==> config.mk <==
export PLATFORM = sky130hd
export DESIGN_NAME = mem_access_unit
export DESIGN_NICKNAME = d
export VERILOG_FILES = /design/src/rtl/mem_access_unit.sv
export SDC_FILE = /design/constraint.sdc
export NUM_CORES = 1
export LEC_CHECK = 0
export BUFFER_PORTS_ARGS = -buffer_cell sky130_fd_sc_hd__buf_2
export CAP_MARGIN = 10
export CORE_MARGIN = 5
export CORE_UTILIZATION = 41
export DETAILED_ROUTE_END_ITERATION = 10
export PLACE_DENSITY_LB_ADDON = 0.3
export SETUP_SLACK_MARGIN = 0.15
export SLEW_MARGIN = 20
export SYNTH_ARGS = -nofsm -noshare
export SYNTH_HDL_FRONTEND = slang
export SYNTH_SLANG_ARGS = --single-unit
==> constraint.sdc <==
create_clock -name clk -period 2.25 [get_ports clk]
set_input_delay 0.1125 -clock clk [delete_from_list [all_inputs] [get_ports clk]]
set_output_delay 0.1125 -clock clk [all_outputs]
set_load 0.02 [all_outputs]
==> src/rtl/mem_access_unit.sv <==
// Memory access sequencer: word/halfword/byte loads with extension, sub-word stores as
// read-modify-write. Define MEM_ACCESS_MISALIGN_TRAP_EN to reject misaligned accesses.
module mem_access_unit #(
  parameter int unsigned MEM_LAT = 2,
  parameter int unsigned ADDR_W  = 32
) (
  input  logic              clk,
  input  logic              reset,
  input  logic              req,
  input  logic              wr,
  input  logic [1:0]        size,
  input  logic              sign_ext,
  input  logic [ADDR_W-1:0] addr,
  input  logic [31:0]       wdata,
  input  logic [31:0]       mem_rdata,
  output logic [ADDR_W-1:0] mem_addr,
  output logic              mem_wr,
  output logic [31:0]       mem_wdata,
  output logic [31:0]       rdata,
  output logic              busy,
  output logic              done,
  output logic              misalign
);

  typedef enum logic [1:0] {StIdle, StRdWait, StWrite, StDone} state_e;

  localparam logic [2:0] CntInit = 3'(MEM_LAT - 1);

  state_e            state_q, state_d;
  logic [2:0]        cnt_q, cnt_d;
  logic              wr_q, wr_d;
  logic [1:0]        size_q, size_d;
  logic              sign_q, sign_d;
  logic [1:0]        off_q, off_d;
  logic [15:0]       wdata_q, wdata_d;
  logic [ADDR_W-1:0] mem_addr_q, mem_addr_d;
  logic              mem_wr_q, mem_wr_d;
  logic [31:0]       mem_wdata_q, mem_wdata_d;
  logic [31:0]       rdata_q, rdata_d;
  logic              busy_q, busy_d;
  logic              done_q, done_d;
  logic              misalign_q, misalign_d;

  logic        is_word_req, is_half_req, misalign_req;
  logic [1:0]  off_req;
  logic [7:0]  byte_sel;
  logic [15:0] half_sel;
  logic [31:0] load_val, merged;

  // Reserved size 2'b11 behaves as a word access.
  always_comb begin
    is_half_req = (size == 2'b01);
    is_word_req = (size != 2'b01) && (size != 2'b10);
`ifdef MEM_ACCESS_MISALIGN_TRAP_EN
    misalign_req = (is_word_req && (addr[1:0] != 2'b00)) || (is_half_req && addr[0]);
`else
    misalign_req = 1'b0;
`endif
    // Without the trap, low address bits are forced to the natural alignment.
    if (is_word_req)      off_req = 2'b00;
    else if (is_half_req) off_req = {addr[1], 1'b0};
    else                  off_req = addr[1:0];
  end

  always_comb begin
    byte_sel = mem_rdata[8*off_q +: 8];
    half_sel = off_q[1] ? mem_rdata[31:16] : mem_rdata[15:0];
    unique case (size_q)
      2'b01:   load_val = {{16{sign_q & half_sel[15]}}, half_sel};
      2'b10:   load_val = {{24{sign_q & byte_sel[7]}}, byte_sel};
      default: load_val = mem_rdata;
    endcase
    merged = mem_rdata;
    if (size_q == 2'b01) merged[16*off_q[1] +: 16] = wdata_q;
    else                 merged[8*off_q +: 8]      = wdata_q[7:0];
  end

  always_comb begin
    state_d     = state_q;
    cnt_d       = cnt_q;
    wr_d        = wr_q;
    size_d      = size_q;
    sign_d      = sign_q;
    off_d       = off_q;
    wdata_d     = wdata_q;
    mem_addr_d  = mem_addr_q;
    mem_wdata_d = mem_wdata_q;
    rdata_d     = rdata_q;
    mem_wr_d    = 1'b0;
    done_d      = 1'b0;
    misalign_d  = 1'b0;

    unique case (state_q)
      StIdle: begin
        if (req) begin
          wr_d    = wr;
          size_d  = size;
          sign_d  = sign_ext;
          off_d   = off_req;
          wdata_d = wdata[15:0];
          if (misalign_req) begin
            state_d    = StDone;
            done_d     = 1'b1;
            misalign_d = 1'b1;
          end else begin
            mem_addr_d = {addr[ADDR_W-1:2], 2'b00};
            if (wr && is_word_req) begin
              state_d     = StWrite;
              mem_wr_d    = 1'b1;
              mem_wdata_d = wdata;
            end else begin
              state_d = StRdWait;
              cnt_d   = CntInit;
            end
          end
        end
      end
      StRdWait: begin
        if (cnt_q == 3'd0) begin
          if (wr_q) begin
            state_d     = StWrite;
            mem_wr_d    = 1'b1;
            mem_wdata_d = merged;
          end else begin
            state_d = StDone;
            done_d  = 1'b1;
            rdata_d = load_val;
          end
        end else begin
          cnt_d = cnt_q - 3'd1;
        end
      end
      StWrite: begin
        state_d = StDone;
        done_d  = 1'b1;
      end
      default: state_d = StIdle;
    endcase

    busy_d = (state_d != StIdle);
  end

  always_ff @(posedge clk or negedge reset) begin
    if (!reset) begin
      state_q     <= StIdle;
      cnt_q       <= 3'd0;
      wr_q        <= 1'b0;
      size_q      <= 2'b00;
      sign_q      <= 1'b0;
      off_q       <= 2'b00;
      wdata_q     <= 16'h0;
      mem_addr_q  <= '0;
      mem_wr_q    <= 1'b0;
      mem_wdata_q <= 32'h0;
      rdata_q     <= 32'h0;
      busy_q      <= 1'b0;
      done_q      <= 1'b0;
      misalign_q  <= 1'b0;
    end else begin
      state_q     <= state_d;
      cnt_q       <= cnt_d;
      wr_q        <= wr_d;
      size_q      <= size_d;
      sign_q      <= sign_d;
      off_q       <= off_d;
      wdata_q     <= wdata_d;
      mem_addr_q  <= mem_addr_d;
      mem_wr_q    <= mem_wr_d;
      mem_wdata_q <= mem_wdata_d;
      rdata_q     <= rdata_d;
      busy_q      <= busy_d;
      done_q      <= done_d;
      misalign_q  <= misalign_d;
    end
  end

  assign mem_addr  = mem_addr_q;
  assign mem_wr    = mem_wr_q;
  assign mem_wdata = mem_wdata_q;
  assign rdata     = rdata_q;
  assign busy      = busy_q;
  assign done      = done_q;
  assign misalign  = misalign_q;

endmodule

# Word-level counts from Yosys, hierarchy flattened
# Index checks and enable logic that the tools add are counted.
# classes
n_addsub	3
mul	0
div	0
n_lt_le_gt_ge	0
eq_ne	13
n_shift	5
n_mux	29
bitwise_logic	3
n_reduce_logical	10
# ops
operator	n
two-way mux 32 bit	5
one-hot mux 32 bit (2 select lines)	2
negator 5 -> 34 bit	2
bitwise mux 32 bit	2
variable shift 16 x 34 -> 32 bit (first input constant)	1
variable shift 8 x 34 -> 32 bit (first input constant)	1
indexed part select 16 x 34 -> 32 bit	1
indexed part select 8 x 34 -> 32 bit	1
indexed part select 32 x 6 -> 8 bit	1
two-way mux 16 bit	1
!= test 2 bit (second input constant)	7
two-way mux 3 bit	3
two-way mux 1 bit	8
two-way mux 2 bit	4
== test 2 x 1 -> 1 bit (second input constant)	3
one-hot mux 2 bit (3 select lines)	1
one-hot mux 3 bit (2 select lines)	1
AND reduction 5 bit	1
== test 2 bit (second input constant)	2
one-hot mux 1 bit (2 select lines)	2
AND reduction 4 bit	1
nonzero test 2 bit	2
logical NOT 3 bit	1
AND reduction 3 bit	1
other kinds (7)	9
# totals
register_bits	124
latch_bits	0
ramBits	0
romBits	0
inputBits	103
out_inout_bits	100
wordCells	76
mem_count	0

# Depth between registers and ports, before layout
# Gate-level depths: netlist of the first run.
# depth
ltp_word	7
ltp_mapped	9
mapped_depth_nobuf	7

# Worst setup path after synthesis of the first run
# Ideal clock, no wire load.
# synth_timing
path_kind	register -> register
start	register off_q[1]
end	register mem_wdata_q[0], in the netlist mem_wdata[0]
setup_ps	96
t_arrival_ps	1937
t_required_ps	2154
setup_slack_ps	218
path_stages_with_launch	7
n_path_buf	1
period_less_slack_ps	2032
cell_sequence	dfrtp_1 buf_2 inv_1 ha_1 nor4b_2 a221oi_1 o31ai_1
# synth_via
elab_chain_cells	7
elab_cells_between_ends	12
cone_classes	add/sub (2); shift (4); mux (6)
# synth_rtl
element	line	rtl
start: declaration	34	logic [1:0] off_q, off_d;
start signal: assignment	150	off_q <= 2'b00;
start signal: assignment	165	off_q <= off_d;
negator 5 -> 34 bit, on equally long branches	74, 75	
indexed part select 16 x 34 -> 32 bit (tied with other cells)	74	if (size_q == 2'b01) merged[16*off_q[1] +: 16] = wdata_q;
bitwise mux 32 bit, on equally long branches	74, 75	
two-way mux 32 bit (*)	74	
two-way mux 32 bit (*)	120	if (wr_q) begin
two-way mux 32 bit (*)	119	if (cnt_q == 3'd0) begin
one-hot mux 32 bit (2 select lines) (*)	93	unique case (state_q)
end signal: assignment	169	mem_wdata_q <= mem_wdata_d;
end: declaration	38	logic [31:0] mem_wdata_q, mem_wdata_d;
# Every way passes the cells marked *; elsewhere a longest branch is shown, timed or not. The select of a mux whose other input is x is not followed.
# A chain may end at the register's enable or synchronous reset.

# Worst setup path after layout of the first run
# layout_timing
start	register off_q[1]
end	register rdata_q[8], in the netlist rdata[8]
# layout_via
elab_chain_cells	3
elab_cells_between_ends	4
cone_classes	shift (1); mux (2); bitwise (1)
# layout_rtl
element	line	rtl
indexed part select 32 x 6 -> 8 bit	66	byte_sel = mem_rdata[8*off_q +: 8];
bitwise AND 1 bit	70	2'b10: load_val = {{24{sign_q & byte_sel[7]}}, byte_sel};
one-hot mux 32 bit (2 select lines) (*)	68	unique case (size_q)
end signal: assignment	170	rdata_q <= rdata_d;
end: declaration	39	logic [31:0] rdata_q, rdata_d;
# Every way passes the cells marked *; elsewhere a longest branch is shown, timed or not.

==> results.toml, run 1 <==
[floorplan]
rows = 45
core_um2 = 15300
die-area_um2 = 18300
die_h_um = 135
ios = 203
initial_core_util_pct = 42.0
die_x_um = 135

[cells_and_area]
fin_nets = 967
fill_cells = 1344
final_layout_size_suffix_gt1_share_pct = 36.8
synthToLayoutAreaGrowth_pct = 37.3
num_antenna_cells = 0

[routing]
drc_errors = 0
vias = 6106
ant_nets = 0
dr.pass1.iters = 7
routedWlPerCell_um = 20.4
drtIter0Drc = 541
viasPerCell = 5.69
drt_wl_total_mm = 22.0

[placement]
io_buffers = 199
routabilityCongestion = 0.920
dp.final_hpwl_mm = 15.8

[sta]
rsz0062_at_grt = "false"
tightest_slew_ns = 0.511
finalCritPeriodShare_pct = 87.2
period_needed_ns = 1.96
setup_viol = 0
clock_skew_ns = 0.0103
slew_viol_final = 0
fmax_mhz = 510
relSlewSlack_pct = 65.9
hold_viol = 0
fin_tns_setup_ns = 0

[pwr]
irDropWorstVdd_mv = 0.775
power_density_nw_per_um2 = 1560
design_power_total_mw = 13.8
leakagePower_nw = 4.13

[worst_setup_path]
rr_worst_depth = 5
cp_data_arrival_time_ns = 2.24
worstPathMaxFanout = 31
reg2reg_from = "off_q[1]"
critPathKind = "flop to flop"
end_kind = "flop"
crit_path_start_kind = "flop"
r2r_setup_slack_ns = 0.29
reg2reg_to = "rdata[8]"
required_ns = 2.53

[grt]
antenna_found_initial = 3
track_usage_pct = 24.5
grt_first_pass_wirelength_mm = 34.8
grt-ovfl-total = 0
grt_pass1_vias = 6403
grt_max_degree = 65

[synthesis]
yosysWarnings = 0
ys_top_cells_by_area = "dfrtp_1, mux2_2, mux2_1"
avgSynthCellArea_um2 = 10.7
yosysTopAreaCell = "dfrtp_1"
syn-cell-area_um2 = 6430
yosysTopAreaCellShare_pct = 48.2
ys_ff_latch = 124
yosysSeqAreaShare_pct = 48.2
synth.distinct_cells = 43
netlist_instances = 602

[clock_tree]
worstSkewPairLatency_ns = 0.43
cts_inserted_buffers = 17
cts-root-buf = "clkbuf_16"
ctsHoldBuffers = 55
cts_htree_levels = 4
cts_resized = 0
clk_pin_slew_worst_paths_ns = 0.06
postCtsSetupRepairBufs = 0
cts_buffer_depth = 2
cts_tree = "yes"
clock_sinks = 124

[flow_run]
cap_viol_max_count = 0

[min_path]
hold_start = "mem_rdata[30]"
min_to = "rdata[30]"
hold_depth = 3
hp-class = "primary input to flop"

[outcome]
status = "finished, final reports clean"
==> per-stage QoR <==
stage | utilization (%) | setup slack, ns | area (um2) | hold WS [ns] | cells
after CTS | 57.7 | 0.314 | 8840 | 0.00190 | 1074
after detailed placement | 50.3 | 0.331 | 7700 | 0.118 | 987
final | 57.7 | 0.288 | 8840 | 0.0122 | 1074
after floorplan | - | 0.218 | 6440 | -0.183 | 604
after global routing | 57.7 | 0.184 | 8840 | 0.0112 | 1074
after global placement | 50.3 | 0.365 | 7700 | 0.102 | 987
==> per-layer routing <==
layer | wire length [um] | track usage, %
met1 | 8400 | 30.6
met2 | 10500 | 40.1
met3 | 2190 | 6.46
met4 | 807 | 10.4
met5 | 39 | 0
==> logic make-up after synthesis <==
kind of cell               synth area share (%)
buffers and inverters                      4.47
and+or+nand+nor                            11.4
AOI/OAI and AO/OA                          18.1
other                                    0.0583
muxes                                      15.1
adders and majority gates                  2.72
DFF                                        48.2
==> cells in the final DEF (no fill, tap or decap), types with 5 or more instances in the layout <==
cell type	synthesis	final
a21oi_1	18	18
a221oi_1	32	32
a22o_1	8	7
buf_2	14	198
buf_4	4	17
clkbuf_16	0	17
dfrtp_1	124	123
dlygate4sd3_1	0	55
ha_1	14	14
inv_1	19	19
mux2_1	30	30
mux2_2	49	49
mux2i_1	8	8
nand2_1	64	63
nand2b_1	13	13
nand3_1	37	37
nand3b_1	6	6
nor2_1	10	10
nor2b_1	5	5
o21ai_0	14	14
o21ai_1	5	5
o22ai_1	42	42
o31ai_1	24	24
o31ai_2	8	8
==> registers in the layout, indices dropped and copies added, names as in the netlist <==
name       cells
mem_addr      30
mem_wdata     32
wdata_q       16
sign_q         1
cnt_q          3
wr_q           1
size_q         2
state_q        2
busy           1
rdata         32
mem_wr         1
done           1
off_q          2
==> cell type report <==
cell class | instances | area, um2 | share of cell area [%]
sequential | 124 | 3100 | 35.1
multi-input combinational | 412 | 3050 | 34.6
timing repair buffer | 274 | 1750 | 19.8
clock buffer | 19 | 443 | 5.01
tap | 211 | 264 | 2.99
clock inverter | 13 | 143 | 1.61
inverter | 21 | 78.8 | 0.892
==> worst max-delay path, cell delays in order, from the launching register on <==
cell	delay [ns]
dfrtp_2	0.35
buf_4	0.37
mux2i_1	0.34
o22ai_1	0.19
a21boi_2	0.38
a22oi_1	0.17
==> cell usage after synthesis, drive strengths merged <==
cell type / number
dfrtp: 124
mux2: 79
nand2: 64
o22ai: 42
nand3: 37
a221oi: 32
o31ai: 32
clkbuf: 25
buf: 22
inv: 20
o21ai: 19
a21oi: 18
ha: 14
nand2b: 13
nor2: 11
a22o: 8
mux2i: 8
nand3b: 6
nor2b: 5
a22oi: 4
nor3: 4
a31oi: 2
a21boi: 1
a21o: 1
and3b: 1
and4: 1
clkinv: 1
conb: 1
nand4: 1
nor3b: 1
nor4b: 1
o211ai: 1
o32a: 1
or2: 1
or3b: 1
==> report_power, final <==
part	internal (mW)	switching, mW	total (mW)
clock network	1.66	1.07	2.73
registers	3.36	0.831	4.19
logic	2.72	4.16	6.88
==> worst max-delay path by stage <==
stage | startpoint | endpoint | slack, ns | depth (start not counted)
detailed placement | off_q[1] | rdata[8] | 0.33 | 5
global route | state_q[0] | cnt_q[0] | 0.18 | 6
CTS | off_q[1] | rdata[8] | 0.31 | 5
global placement | off_q[1] | rdata[19] | 0.36 | 6
finish | off_q[1] | rdata[8] | 0.29 | 5
floorplan | off_q[1] | mem_wdata[0] | 0.22 | 6
(Power assumes the default switching activity.)
==> run 2, diff against run 1 <==
SETUP_SLACK_MARGIN = 0.3   (was 0.15)
==> run 2 against run 1 <==
  * Critical path type unchanged
  * Critical path depth grew 1
  * Largest power group unchanged
  * Via count rose by 1.7%
  * Combinational power rose by 3.1%
==> results.toml, run 2 (synthesis results as in run 1) <==
[sta]
fin_tns_setup_ns = 0
clock_skew_ns = 0.00609
slew_viol_final = 0
setup_viol = 0
rsz0062_at_grt = "true"
finalCritPeriodShare_pct = 85.1
hold_viol = 0
fmax_mhz = 522
period_needed_ns = 1.91

[floorplan]
die-area_um2 = 18300
rows = 45
initial_core_util_pct = 42.0
ios = 203
die_h_um = 135
die_x_um = 135
core_um2 = 15300

[placement]
place_inst = 982
routabilityCongestion = 0.936
io_buffers = 199
dp.final_hpwl_mm = 15.6

[cells_and_area]
fill_cells = 1299
num_antenna_cells = 0
mostFrequentLayoutCell = "buf_2"
fin_nets = 965
final_cells = 1072
final_util_pct = 58.3
synthToLayoutAreaGrowth_pct = 38.8
mostFrequentLayoutCells = "buf_2, dfrtp_1, nand2_1, dlygate4sd3_1, mux2_2"
final_layout_size_suffix_gt1_share_pct = 37.5

[clock_tree]
clock_sinks = 124
cts_tree = "yes"
worstSkewPairLatency_ns = 0.42
cts_inserted_buffers = 17
clk_pin_slew_worst_paths_ns = 0.06
cts_htree_levels = 4
cts_buffer_depth = 2
cts-root-buf = "clkbuf_16"

[pwr]
irDropWorstVdd_mv = 0.768
p_comb_share_pct = 49.7
switching_power_mw = 6.17
p_seq_share_pct = 29.7
design_power_total_mw = 14.3
p_int_mw = 8.08
power_density_nw_per_um2 = 1600
p_clk_share_pct = 20.6
p_sw_share_pct = 43.3
leakagePower_nw = 4.16

[worst_setup_path]
end_kind = "flop"
crit_start = "off_q[1]"
critPathKind = "flop to flop"
r2r_setup_slack_ns = 0.34
reg2reg_from = "off_q[1]"
rr_worst_depth = 6
worstPathMaxFanout = 8
required_ns = 2.57
crit_path_end = "mem_wdata[9]"
crit_path_start_kind = "flop"
reg2reg_to = "mem_wdata[9]"
cp_data_arrival_time_ns = 2.24

[grt]
track_usage_pct = 24.6
grt_first_pass_wirelength_mm = 34.6
antenna_found_initial = 2
grt_max_degree = 65
grt-ovfl-total = 0
grt_pass1_vias = 6298

[outcome]
status = "finished, final reports clean"

[routing]
routedWlPerCell_um = 21.2
vias = 6210
drt_wl_total_mm = 22.7
ant_nets = 0
drtIter0Drc = 718
drc_errors = 0
viasPerCell = 5.79
dr.pass1.iters = 5

[flow_run]
cap_viol_max_count = 0

[min_path]
hp-class = "primary input to flop"
hold_depth = 3
[run 2: cell count changes in the layout (fill, tap and decap cells not counted), sizes merged]
| cell | change |
|---|---|
| dlygate4sd3 | -1 |
| clkbuf | +4 |
| bufinv | +2 |
| clkinvlp | -2 |
| clkinv | -2 |
| inv | -1 |
| buf | -2 |
[run 2: through the flow]
stage          hold slack (ns)  area, um2  setup slack (ns)
5_1_grt                 0.0223       8930             0.252
4_1_cts                 0.0146       8840             0.307
3_3_place_gp            0.0347       7660             0.312
3_5_place_dp            0.0395       7660             0.270
2_1_floorplan           -0.183       6460             0.280
6_report                0.0242       8930             0.335
[run 2: how the worst min path moves through the flow]
stage	start	endpoint	slack, ns
6_report	mem_rdata[30]	rdata[30]	0.02
5_1_grt	mem_rdata[30]	rdata[30]	0.02
4_1_cts	mem_rdata[30]	rdata[30]	0.01
3_5_place_dp	reset	mem_addr[17]	0.04
3_3_place_gp	reset	mem_addr[17]	0.03
2_1_floorplan	reset	busy	-0.18
[run 2: timing repair]
action | CTS | global route
gates cloned | 0 | 1
hold buffers | 54 | 0
pin swaps | 1 | 2
gates resized for setup | 2 | 11
setup endpoints to repair | 9 | 58
setup buffers | 1 | 2
hold endpoints to repair | 92 | 0
[run 2: cell type report]
| type | instances | area, um2 | area share, % |
|---|---|---|---|
| multi-input cells | 412 | 3110 | 34.8 |
| repair buffers | 272 | 1740 | 19.5 |
| inverters | 21 | 80.1 | 0.897 |
| clock inverters | 10 | 163 | 1.82 |
| flip-flops and latches | 124 | 3100 | 34.8 |
| clock buffers | 22 | 464 | 5.20 |
| well taps | 211 | 264 | 2.96 |
[run 2: worst max-delay path, stage by stage (launching register included)]
cell	delay, ns
dfrtp_2	0.40
inv_1	0.09
ha_1	0.22
or3b_4	0.44
nor2_4	0.23
a221oi_1	0.16
o31ai_2	0.28
[run 2: routing by layer]
layer	vias to the layer above	GRT usage (%)	wire length [um]	share of wire (%)
li1	2732	-	-	-
met1	3013	30.2	8670	38
met2	377	40.0	10800	48
met3	84	6.54	2170	9.6
met4	4	12.0	1070	4.7
met5	-	0	21	0.092
[run 2: power groups by stage]
stage | Combinational (mW) | Clock, mW | Sequential (mW)
after floorplan | 3.63 | 0 | 5.06
after global placement | 6.57 | 0 | 4.17
after detailed placement | 6.74 | 0 | 4.22
after CTS | 6.86 | 2.95 | 4.19
after global routing | 7.62 | 3.06 | 4.36
final | 7.09 | 2.93 | 4.24
